`config.mk`:
```
export PLATFORM = sky130hd
export DESIGN_NAME = log_ram_reader
export DESIGN_NICKNAME = d
export VERILOG_FILES = /design/src/rtl/log_ram_reader.sv
export SDC_FILE = /design/constraint.sdc
export NUM_CORES = 1
export LEC_CHECK = 0
export CAP_MARGIN = 5
export CORE_MARGIN = 1
export CORE_UTILIZATION = 45
export CTS_BUF_LIST = sky130_fd_sc_hd__clkbuf_4
export DETAILED_ROUTE_END_ITERATION = 12
export HOLD_SLACK_MARGIN = 0.08
export MAX_ROUTING_LAYER = met4
export PLACE_DENSITY = 0.75
export SYNTH_ARGS = -nofsm -noshare
export SYNTH_HDL_FRONTEND = slang
export SYNTH_SLANG_ARGS = --single-unit
```
`constraint.sdc`:
```
create_clock -name i_clock -period 4.9 [get_ports i_clock]
set_clock_uncertainty 0.1 [all_clocks]
set_input_delay 0.49 -clock i_clock [delete_from_list [all_inputs] [get_ports i_clock]]
set_output_delay 0.49 -clock i_clock [all_outputs]
set_load 0.03 [all_outputs]
```
`src/rtl/log_ram_reader.sv`:
```
// Streams the capture RAM out as bytes (MSB byte of each word first) over a
// valid/ready handshake; holds the RAM read enable for the whole dump.
module log_ram_reader #(
    parameter int RAM_WIDTH   = 32,
    parameter int RAM_DEPTH   = 32000,
    parameter int ADDR_W      = 16,
    parameter int RAM_LATENCY = 1
) (
    input  logic                 i_clock,
    input  logic                 i_reset,
    input  logic                 i_start,
    input  logic [ADDR_W-1:0]    i_n_words,
    input  logic                 i_abort,
    output logic                 o_enbl_read,
    output logic [ADDR_W-1:0]    o_read_adrs,
    input  logic [RAM_WIDTH-1:0] i_ram_data,
    output logic [7:0]           o_byte,
    output logic                 o_byte_valid,
    input  logic                 i_byte_ready,
    output logic                 o_busy,
    output logic                 o_done
);

    localparam int BYTES = RAM_WIDTH / 8;
    localparam int IDX_W = (BYTES > 1) ? $clog2(BYTES) : 1;
    localparam logic [ADDR_W-1:0] DEPTH_C   = ADDR_W'(RAM_DEPTH);
    localparam logic [IDX_W-1:0]  LAST_IDX  = IDX_W'(BYTES - 1);
    localparam logic [1:0]        LAST_WAIT = 2'(RAM_LATENCY - 1);

    typedef enum logic [2:0] {
        S_IDLE,
        S_READ,
        S_WAIT,
        S_SEND,
        S_DONE
    } state_t;

    state_t                 state_q, state_d;
    logic [ADDR_W-1:0]      n_q, n_d;
    logic [ADDR_W-1:0]      cnt_q, cnt_d;
    logic [ADDR_W-1:0]      addr_q, addr_d;
    logic [RAM_WIDTH-1:0]   shreg_q, shreg_d;
    logic [IDX_W-1:0]       idx_q, idx_d;
    logic [1:0]             wait_q, wait_d;

    logic [ADDR_W-1:0]      n_clamp;
    logic [ADDR_W-1:0]      cnt_inc;

    assign n_clamp = (i_n_words > DEPTH_C) ? DEPTH_C : i_n_words;
    assign cnt_inc = cnt_q + ADDR_W'(1);

    always_ff @(posedge i_clock or negedge i_reset) begin
        if (!i_reset) begin
            state_q <= S_IDLE;
            n_q     <= '0;
            cnt_q   <= '0;
            addr_q  <= '0;
            shreg_q <= '0;
            idx_q   <= '0;
            wait_q  <= '0;
        end else begin
            state_q <= state_d;
            n_q     <= n_d;
            cnt_q   <= cnt_d;
            addr_q  <= addr_d;
            shreg_q <= shreg_d;
            idx_q   <= idx_d;
            wait_q  <= wait_d;
        end
    end

    always_comb begin
        state_d = state_q;
        n_d     = n_q;
        cnt_d   = cnt_q;
        addr_d  = addr_q;
        shreg_d = shreg_q;
        idx_d   = idx_q;
        wait_d  = wait_q;

        case (state_q)
            S_IDLE: begin
                if (i_start) begin
                    n_d     = n_clamp;
                    cnt_d   = '0;
                    addr_d  = '0;
                    state_d = (n_clamp == '0) ? S_DONE : S_READ;
                end
            end
            S_READ: begin
                wait_d  = '0;
                state_d = S_WAIT;
            end
            S_WAIT: begin
                if (wait_q == LAST_WAIT) begin
                    shreg_d = i_ram_data;
                    idx_d   = '0;
                    state_d = S_SEND;
                end else begin
                    wait_d = wait_q + 2'd1;
                end
            end
            S_SEND: begin
                if (i_byte_ready) begin
                    shreg_d = shreg_q << 8;
                    idx_d   = idx_q + IDX_W'(1);
                    if (idx_q == LAST_IDX) begin
                        cnt_d = cnt_inc;
                        if (cnt_inc == n_q) begin
                            state_d = S_DONE;
                        end else begin
                            // Address advances only toward another word, so it stops at N-1.
                            addr_d  = addr_q + ADDR_W'(1);
                            state_d = S_READ;
                        end
                    end
                end
            end
            S_DONE: state_d = S_IDLE;
            default: state_d = S_IDLE;
        endcase

        if (i_abort && (state_q != S_IDLE)) begin
            state_d = S_IDLE;
        end
    end

    assign o_enbl_read  = (state_q == S_READ) || (state_q == S_WAIT) || (state_q == S_SEND);
    assign o_read_adrs  = addr_q;
    assign o_byte       = shreg_q[RAM_WIDTH-1 -: 8];
    assign o_byte_valid = (state_q == S_SEND);
    assign o_busy       = (state_q != S_IDLE);
    assign o_done       = (state_q == S_DONE);

endmodule

```
==> results of run 1 <==
==> cell families (layout without fill, tap and decap cells) <==
| kind of cell | after synthesis | count (layout) |
|---|---|---|
| buf+inv | 55 | 111 |
| mux | 29 | 29 |
| compound gates | 134 | 134 |
| simple gates | 207 | 207 |
| xor+xnor | 17 | 17 |
| flops | 87 | 87 |
| fa+ha+maj | 4 | 4 |
==> cell type report <==
class,count,area share (%)
multi-input combinational,391,41.78
clock buffer,9,1.172
timing repair buffer,86,14.63
sequential,87,37.77
tap,136,2.952
clock inverter,7,1.107
inverter,9,0.5861
==> metal layers <==
metal  wire length [µm]  part of all wire (%)  vias to the layer above
met5                  0                     0                        -
met4                165                   1.5                        0
met3                605                   5.5                       16
met2               5247                    47                      137
met1               5041                    46                     1967
li1                   -                     -                     2039
==> worst max-delay path: cells and delay by family (launching register included) <==
| family | cells | cell delay [ns] |
|---|---|---|
| simple gates | 5 | 1.45 |
| fa+ha+maj | 1 | 0.37 |
| buf+inv | 1 | 0.32 |
| xor+xnor | 1 | 0.18 |
| compound gates | 1 | 0.09 |
| flops | 1 | 0.56 |
==> synthesized netlist by cell type (4+ instances only) <==
library cell  number
dfrtp_1           87
clkbuf_1          22
a21oi_1           15
nor2_1            26
inv_1              9
or3_1              4
and2_1             5
a31oi_1            6
a22o_1            19
nor3_1            11
ha_1               4
nand3_1           25
buf_4             10
o211ai_1          13
o21ai_0           56
nand3b_1           4
o31ai_1            5
mux2i_1           28
or4_1              9
nor4_1             6
buf_2              5
xor2_1            10
nand2_1           86
buf_1              4
xnor2_1            7
nand4_1            8
==> stage by stage <==
stage               util, %  area, µm²  cells
global route          55.59       5764    725
finish                55.59       5764    725
global placement      54.32       5633    709
CTS                   55.59       5764    725
detailed placement    54.32       5633    709
floorplan                 -       4843    533
==> state kept, by name, summed over array words and instances, names as in the netlist <==
register     cells
n_q             16
shreg_q         32
idx_q            2
cnt_q           16
state_q          3
o_read_adrs     16
wait_q           2
==> report_power, final <==
group	switching [mW]	internal [mW]	total, mW
logic	0.498	0.379	0.877
clock network	0.279	0.116	0.395
registers	0.155	0.916	1.07
==> how the worst min path moves through the flow <==
stage                                  startpoint                 endpoint  slack [ns]
after floorplan                           i_reset     cnt_q[0]$_DFFE_PN0P_        0.09
after global placement    shreg_q[29]$_DFFE_PN0P_  shreg_q[29]$_DFFE_PN0P_        0.36
after detailed placement  shreg_q[25]$_DFFE_PN0P_  shreg_q[25]$_DFFE_PN0P_        0.37
after CTS                                 i_reset  shreg_q[24]$_DFFE_PN0P_        0.15
after global routing                      i_reset  shreg_q[16]$_DFFE_PN0P_        0.18
final                                     i_reset  shreg_q[16]$_DFFE_PN0P_        0.09
==> impl_results.md, run 1 <==
- Outcome: finished clean
- MaxCap Viol Count: 0
- Post-Synth Simple-Gate Area: 21.62%
- Global route total overflow: 0
- Worst-Margin Slew: 1.169 ns
- Syn avg cell area: 9.087 µm²
- Cell taking the most area after synthesis: dfrtp_1
- Yosys cell types: 57
- Syn nets: 590
- Synth Area in Compound Gates: 17.75%
- Yosys warns: 0
- First-pass detailed-route iteration total: 5
- Kind of critical path: flip-flop to flip-flop
- FFs w/ async S/R, synth: 100.0%
- Worst skew pair latency: between 0.4 and 0.5 ns
- Vias per cell: 5.737
- Startpoint Class: flip-flop
- Critical Path Sink: o_read_adrs[10]$_DFFE_PN0P_
- Worst reg2reg startpoint: cnt_q[0]$_DFFE_PN0P_
- FMAX: 313.8 MHz
- Synth Flop Type: dfrtp_1
- H-tree depth: 3
- CP startpoint: cnt_q[0]$_DFFE_PN0P_
- Sequential standard cell area: ~2200 µm²
- DR iter-0 viols: between 150 and 200
- Slowest cell delay on critical path: 0.56 ns
- Fill cells: between 900 and 1000
- Tcrit/Tclk final: 65.04%
- Antenna violations before repair: 0
- Area of the multi-input gates: 2409 µm²
- Unrepaired setup endpoints after global routing: false
- Top post-synthesis cells by area: dfrtp_1, nand2_1, mux2i_1, o21ai_0, a22o_1
- Slew HR: 21.86%
- Synthesis-stage register bit count: 87
- Sequential area share after synthesis: 44.95%
- Max Slew Vio Count: 0
- EDFF count, synth: 0
- Cts bufs inserted: 9
- Post-Synth XOR/XNOR Area: 3.074%
- Most frequent cells in the layout: dfrtp_1, nand2_1, clkdlybuf4s50_1
- Area of the core: 10370 µm²
- Effective utilization at floorplan: 46.71%
- Met2 Use GR: 32.96%
- Slowest-stage cell, CP: dfrtp_1
- Final WS setup: ~1.7 ns
- Die ar.: 11180 µm²
- Drc violations: 0
- GP Congestion: roughly 1
- GRT Max-Usage Layer: met2
- Final Hold Violating Endpoints: 0
- Post-route ant nets: 0
- I/O Buffers: 80
- Setup crit end kind: flip-flop
- Area Overhead vs Synth: 19.01%
- Commonest non-fill, non-tap cell in the layout: dfrtp_1
- Fin Hold WS: ~0.095 ns
- Row cnt: 37
- Crit path cell chain: ha_1, nand4_1, nor4_1, xnor2_1, nand3_1, nor4_4, buf_4, nand2b_1, o31ai_1
- Root buf cell: clkbuf_4
- VDD IR max: 0.0001927 V
- Share of cells above drive strength 1: under 10%
- CP Data Arrival Time: 3.42 ns
- Gr usage total: 20.98%
- Post-synthesis mux area share: 6.019%
- Setup_tns: 0 ns
- Tot Pwr: 2.343 mW
- Clock Sinks: 87
- Pwr/cell area: a little over 400 nW/µm²
- Synth top area share: 44.95%
- Worst R2R Setup Slack: 1.71 ns
- Worst reg2reg path endpoint: o_read_adrs[10]$_DFFE_PN0P_
- Worst endpoint required time: 5.13 ns
- Synth Area in Adders: 1.033%
- Largest net degree at the start of global routing: slightly below 90
- CTS tree: yes
- CTS resizes: 0
- First-pass GRT wire length: approximately 18000 µm
- Vias in the first global route: just under 4000
- Critical path peak fanout: 31
- WL/cell: 15.26 µm
- Ant. Diodes: 0
- Width of the chip: 105.7 µm
- Clk buf depth: 2
- Leak: 2.523 nW
- Post-CTS Hold Fix Bufs: 0
- Final count of negative-setup-slack endpoints: 0
- HPWL after DPL: between 7000 and 8000 µm
- Post-Syn Instances: 533
- Worst min-delay path class: primary input to async pin
- Setup slack at placement: 1.790 ns
- Met3 Use GR: 3.525%
- WL final: 11060 µm
- Setup bufs post-CTS: 0
- Height of the die: 105.7 µm
- Reg2reg path depth: 9
- Synthesized area: 4843 µm²
- Largest family of logic cells by synthesized area: simple AND/OR/NAND/NOR gates
- Nets: 641
- Final min period: 3.187 ns
- Ports: 81
- DR vias: 4159
- Clock transition at path regs: 0.16 ns
- Grt met1 use: 27.42%
(Power assumes the default switching activity.)
==> inputs of run 2 (changes only) <==
==> constraint.sdc (replaced) <==
create_clock -name i_clock -period 3 [get_ports i_clock]
set_clock_uncertainty 0.1 [all_clocks]
set_input_delay 0.3 -clock i_clock [delete_from_list [all_inputs] [get_ports i_clock]]
set_output_delay 0.3 -clock i_clock [all_outputs]
set_load 0.03 [all_outputs]
==> run 2 against run 1 <==
  * Non-clock buffer count rose by 14
  * Largest power group unchanged
  * Clock power rose by 66%
  * Flip-flop and latch count did not move
  * Combinational power rose by 66%
  * Cell count rose by 1.9%
  * Design area rose by 2.2%
  * Worst hold slack improved by 0.24 ns
  * Global-route usage rose by 0.66 points
  * Largest cell class unchanged
==> impl_results.md, run 2 (same netlist as run 1, synthesis figures left out) <==
- Hold Startpoint: i_n_words[5]
- Net Sw Power: 1.529 mW (+64%)
- Post-route ant nets: 0 (unchanged)
- Fin area: 5892 µm² (+2.2%)
- Drc violations: 0 (unchanged)
- Reg power frac: 45.1% (-0.6 points)
- Most frequent cells in the layout: dfrtp_1, nand2_1, clkdlybuf4s50_1
- Ant. Diodes: 0 (unchanged)
- CP Data Arrival Time: 2.36 ns (-1.06 ns)
- Worst reg2reg startpoint: cnt_q[2]$_DFFE_PN0P_
- Max reg flops: 32 (unchanged)
- Global route total overflow: 0 (unchanged)
- Reg2reg path depth: 9 (unchanged)
- Antenna violations before repair: 0 (unchanged)
- CP startpoint: state_q[2]$_DFFE_PN0P_
- Critical path peak fanout: 12 (-61%)
- Setup bufs post-CTS: 0 (unchanged)
- Vias in the first global route: 4012 (+3.2%)
- GP Congestion: 0.8920 (-8.5%)
- Worst endpoint required time: 2.60 ns (-2.53 ns)
- First-pass detailed-route iteration total: 7 (+2)
- Combinational Power Share: 38.0% (+0.6 points)
- H-tree depth: 3 (unchanged)
- Cts bufs inserted: 9 (unchanged)
- WL final: 11240 µm (+1.7%)
- Worst R2R Setup Slack: 0.24 ns (-1.48 ns)
- Internal power: 2.330 mW (+65%)
- Width of the chip: 105.7 µm (unchanged)
- WL/cell: 15.21 µm (-0.27%)
- Area after DPL: 5743 µm² (+2.0%)
- Share of cells above drive strength 1: 7.131% (+2.0 points)
- Vias per cell: 5.668 (-1.2%)
- Hold EP: n_q[5]$_DFFE_PN0P_
- Final Hold Violating Endpoints: 0 (unchanged)
- Sw frac: 39.62% (-0.14 points)
- Gr usage total: 21.64% (+0.66 points)
- Leak: 2.603 nW (+3.1%)
- Setup_tns: 0 ns (unchanged)
- Clock transition at path regs: 0.15 ns (about the same)
- Max Slew Vio Count: 0 (unchanged)
- FMAX: 361.8 MHz
- DR vias: 4189 (+0.72%)
- Setup crit end kind: output pin
- Fill cells: 937 (-1.5%)
- Clk buf depth: 2 (unchanged)
- Die ar.: 11180 µm² (unchanged)
- Startpoint Class: flip-flop
- Worst-Margin Slew: 1.124 ns (-0.04514 ns)
- Post-CTS Hold Fix Bufs: 1 (+1)
- Hold path depth: 3
- CTS tree: yes
- Slew HR: 24.77% (+2.9 points)
- MaxCap Viol Count: 0 (unchanged)
- Nets: 655 (+2.2%)
- Area Overhead vs Synth: 21.65%
- Effective utilization at floorplan: 46.71% (unchanged)
- Kind of critical path: flip-flop to output pin
- Worst skew pair latency: 0.44 ns (about the same)
- Row cnt: 37 (unchanged)
- Clk pwr share: 17.0% (about the same)
- CTS resizes: 0 (unchanged)
- Ports: 81 (unchanged)
- Commonest non-fill, non-tap cell in the layout: dfrtp_1
- VDD IR max: 0.0003090 V (+60%)
- Worst min-delay path class: primary input to flip-flop
- Height of the die: 105.7 µm (unchanged)
- First-pass GRT wire length: 18900 µm (+3.9%)
- Clock Sinks: 87 (unchanged)
- Unrepaired setup endpoints after global routing: false
- Pwr/cell area: 655.0 nW/µm² (+61%)
- Tcrit/Tclk final: 92.12%
- Register name with the most flops: shreg_q
- Worst reg2reg path endpoint: o_read_adrs[11]$_DFFE_PN0P_
- HPWL after DPL: 7982 µm (+4.3%)
- Outcome: finished clean
- DR iter-0 viols: 216 (+13%)
- I/O Buffers: 80 (unchanged)
- Root buf cell: clkbuf_4
- Final count of negative-setup-slack endpoints: 0 (unchanged)
- Area of the core: 10370 µm² (unchanged)
- Largest net degree at the start of global routing: 88 (unchanged)
- Final min period: around 2.8 ns
==> run 2: how the worst max path moves through the flow <==
| stage | end | slack, ns | depth (start not counted) |
|---|---|---|---|
| after floorplan | o_read_adrs[5]$_DFFE_PN0P_ | 0.37 | 10 |
| after global placement | o_read_adrs[11]$_DFFE_PN0P_ | 0.32 | 9 |
| after detailed placement | o_read_adrs[11]$_DFFE_PN0P_ | 0.28 | 9 |
| after CTS | o_byte_valid | 0.22 | 3 |
| after global routing | o_read_adrs[10]$_DFFE_PN0P_ | 0.05 | 11 |
| final | o_byte_valid | 0.24 | 3 |
==> run 2: routing by layer <==
metal	track usage, %	wire length, µm
met1	28.73	5066
met2	33.99	5421
met3	3.340	602
met4	7.143	153
met5	-	0
==> run 2: through the flow <==
step / setup slack [ns] / utilization [%] / hold WS, ns / cells / power [mW]
finish: 0.2363 / 56.82 / 0.3330 / 739 / 3.859
global route: 0.04929 / 56.82 / 0.3153 / 739 / 4.147
CTS: 0.2242 / 56.82 / 0.3002 / 739 / 3.903
global placement: 0.3209 / 55.38 / 0.3601 / 722 / 3.175
floorplan: 0.3711 / - / -0.09559 / 533 / 2.786
detailed placement: 0.2825 / 55.38 / 0.3701 / 722 / 3.243
==> run 2: final cells by class <==
cell class	instances	area [µm²]	share of cell area (%)
Multi-Input combinational cell	391	2409	40.88
Tap cell	136	170.2	2.888
Clock buffer	9	67.56	1.147
Clock inverter	7	71.32	1.210
Sequential cell	87	2177	36.95
Inverter	9	33.78	0.5734
Timing Repair Buffer	100	963.4	16.35
==> run 2: worst max-delay path, cell delays in order, from the launching register on <==
cell and delay, ns:
dfrtp_1 0.51, nand3b_1 0.27, inv_1 0.39, clkdlybuf4s50_1 0.75
==> run 2: power groups by stage <==
stage / clock (mW) / sequential, mW / combinational [mW]
floorplan: 0 / 1.70 / 1.09
global placement: 0 / 1.75 / 1.42
CTS: 0.681 / 1.74 / 1.48
global route: 0.726 / 1.79 / 1.63
detailed placement: 0 / 1.77 / 1.47
finish: 0.654 / 1.74 / 1.46
==> inputs of run 3 (changes only) <==
--- a/config.mk
+++ b/config.mk
@@ -7,12 +7,12 @@
 export LEC_CHECK = 0
 export CAP_MARGIN = 5
 export CORE_MARGIN = 1
-export CORE_UTILIZATION = 45
+export CORE_UTILIZATION = 30
 export CTS_BUF_LIST = sky130_fd_sc_hd__clkbuf_4
 export DETAILED_ROUTE_END_ITERATION = 12
 export HOLD_SLACK_MARGIN = 0.08
 export MAX_ROUTING_LAYER = met4
-export PLACE_DENSITY = 0.75
+export PLACE_DENSITY = 0.56
 export SYNTH_ARGS = -nofsm -noshare
 export SYNTH_HDL_FRONTEND = slang
 export SYNTH_SLANG_ARGS = --single-unit
==> run 3 against run 2 <==
  * Count of clock-buffer cells in the layout unchanged
  * Sequential power about the same
  * Non-clock buffer count unchanged
  * Critical path depth up 6
  * Combinational power about the same
  * Via count down 0.93%
  * Register-to-register slack worse by 0.04 ns
  * Critical path type is now flip-flop to flip-flop
  * Largest cell class unchanged
==> impl_results.md, run 3 (same netlist as run 1, synthesis figures left out) <==
- Drc violations: 0 (unchanged)
- Gr usage total: 15.85% (-5.8 points)
- Worst min-delay path class: primary input to async pin
- Clock transition at path regs: 0.15 ns (about the same)
- Worst skew pair latency: 0.47 ns (+0.03 ns)
- Sequential standard cell area: 2177 µm² (unchanged)
- Kind of critical path: flip-flop to flip-flop
- Area of the core: 15830 µm² (+53%)
- Antenna violations before repair: 0 (unchanged)
- Final min period: 2.804 ns (+0.04020 ns)
- Share of cells above drive strength 1: 7.131% (unchanged)
- Ports: 81 (unchanged)
- Post-route ant nets: 0 (unchanged)
- First-pass detailed-route iteration total: 4 (-3)
- Final Hold Violating Endpoints: 0 (unchanged)
- DR vias: 4150 (-0.93%)
- Width of the chip: 129.1 µm (+22%)
- CTS tree: yes
- Row cnt: 46 (+24%)
- Pwr/cell area: 642.3 nW/µm² (-1.9%)
- Area of the multi-input gates: 2414 µm² (+0.21%)
- WL/cell: 14.65 µm (-3.7%)
- Ant. Diodes: 0 (unchanged)
- Worst-Margin Slew: 1.108 ns (-0.01608 ns)
- Vias in the first global route: 4021 (+0.22%)
- Setup bufs post-CTS: 0 (unchanged)
- Reg2reg path depth: 9 (unchanged)
- Max reg flops: 32 (unchanged)
- Tcrit/Tclk final: 93.46% (+1.3 points)
- Fill cells: 1574 (+68%)
- First-pass GRT wire length: 19890 µm (+5.2%)
- Commonest non-fill, non-tap cell in the layout: dfrtp_1
- Outcome: finished clean
- DR iter-0 viols: 210 (-2.8%)
- Leak: 2.601 nW (about the same)
- Worst reg2reg startpoint: cnt_q[1]$_DFFE_PN0P_
- Slew HR: 25.85% (+1.1 points)
- MaxCap Viol Count: 0 (unchanged)
- I/O Buffers: 80 (unchanged)
- WL final: 12000 µm (+6.7%)
- Max Slew Vio Count: 0 (unchanged)
- Vias per cell: 5.067 (-11%)
- Area Overhead vs Synth: 23.71%
- Critical path peak fanout: 31 (+19)
- Setup crit end kind: flip-flop
- Register name with the most flops: shreg_q
- Global route total overflow: 0 (unchanged)
- Height of the die: 129.1 µm (+22%)
- Startpoint Class: flip-flop
- GP Congestion: 0.8796 (-1.4%)
- Final count of negative-setup-slack endpoints: 0 (unchanged)
- FMAX: 356.7 MHz (-1.4%)
- Post-CTS Hold Fix Bufs: 1 (unchanged)
- Nets: 655 (unchanged)
- Worst reg2reg path endpoint: o_read_adrs[5]$_DFFE_PN0P_
- Worst R2R Setup Slack: 0.20 ns (-0.04 ns)
- Root buf cell: clkbuf_4
- Effective utilization at floorplan: 30.60% (-16 points)
- Fin Hold WS: 0.2851 ns (-0.04788 ns)
- Clock Sinks: 87 (unchanged)
- H-tree depth: 3 (unchanged)
- VDD IR max: 0.0002895 V (-6.3%)
- HPWL after DPL: 8276 µm (+3.7%)
- Unrepaired setup endpoints after global routing: false
- CTS resizes: 0 (unchanged)
- Clk buf depth: 2 (unchanged)
- CP Data Arrival Time: 3.12 ns (+0.76 ns)
- Largest net degree at the start of global routing: 88 (unchanged)
- Cts bufs inserted: 9 (unchanged)
- Worst endpoint required time: 3.32 ns (+0.72 ns)
- Setup_tns: 0 ns (unchanged)
- Most frequent cells in the layout: dfrtp_1, nand2_1, clkdlybuf4s50_1
- Die ar.: 16660 µm² (+49%)
[run 3: cell types whose count changed in the layout (fill, tap and decap cells not counted), sizes merged]
cell      previous run  this run
clkinv               4         2
clkinvlp             0         1
inv                 12        13
[run 3: per-layer routing]
metal | GRT usage, % | share of wire [%] | wire length, µm | vias to the layer above
met5 | - | 0 | 0 | -
met4 | 4.913 | 0.92 | 110 | 0
met3 | 3.799 | 4.5 | 544 | 8
met2 | 24.83 | 47 | 5616 | 99
met1 | 20.21 | 48 | 5730 | 1982
li1 | - | - | - | 2061
[run 3: through the flow]
step | utilization [%] | setup WS, ns | total power, mW | instances | area [µm²]
after floorplan | - | 0.3711 | 2.786 | 533 | 4843
after global placement | 37.03 | 0.2790 | 3.208 | 802 | 5861
after detailed placement | 37.03 | 0.1956 | 3.251 | 802 | 5861
after CTS | 37.86 | 0.1912 | 3.911 | 819 | 5992
after global routing | 37.86 | 0.03422 | 4.175 | 819 | 5992
final | 37.86 | 0.1961 | 3.848 | 819 | 5992
[run 3: worst max-delay path, cell delays in order (launching register included)]
cell and delay, ns:
dfrtp_1 0.51, ha_1 0.21, and4_1 0.26, nand3_1 0.15
or4_1 0.54, nand3_1 0.16, nor4_4 0.07, buf_12 0.17
or4_1 0.48, nand3_1 0.10
[run 3: worst max-delay path by stage]
stage / startpoint / to / cells after the start
after floorplan: cnt_q[1]$_DFFE_PN0P_ / o_read_adrs[5]$_DFFE_PN0P_ / 10
after global placement: cnt_q[1]$_DFFE_PN0P_ / o_read_adrs[11]$_DFFE_PN0P_ / 9
after detailed placement: cnt_q[1]$_DFFE_PN0P_ / o_read_adrs[5]$_DFFE_PN0P_ / 9
after CTS: cnt_q[1]$_DFFE_PN0P_ / o_read_adrs[5]$_DFFE_PN0P_ / 9
after global routing: cnt_q[1]$_DFFE_PN0P_ / o_read_adrs[11]$_DFFE_PN0P_ / 9
final: cnt_q[1]$_DFFE_PN0P_ / o_read_adrs[5]$_DFFE_PN0P_ / 9
[run 3: report_power, final]
group	internal, mW	total [mW]	leakage (nW)	switching [mW]
clock	0.181	0.640	0.0667	0.459
combinational	0.640	1.47	1.39	0.826
sequential	1.50	1.74	1.14	0.246
total	2.32	3.85	2.60	1.53
[run 3: final cells by class]
cell class                      count  share of cell area, %
Clock buffer                        9                  1.128
Clock inverter                      7                 0.8979
Inverter                            9                 0.5638
Multi-Input combinational cell    391                  40.28
Sequential cell                    87                  36.33
Tap cell                          216                  4.510
Timing Repair Buffer              100                  16.29
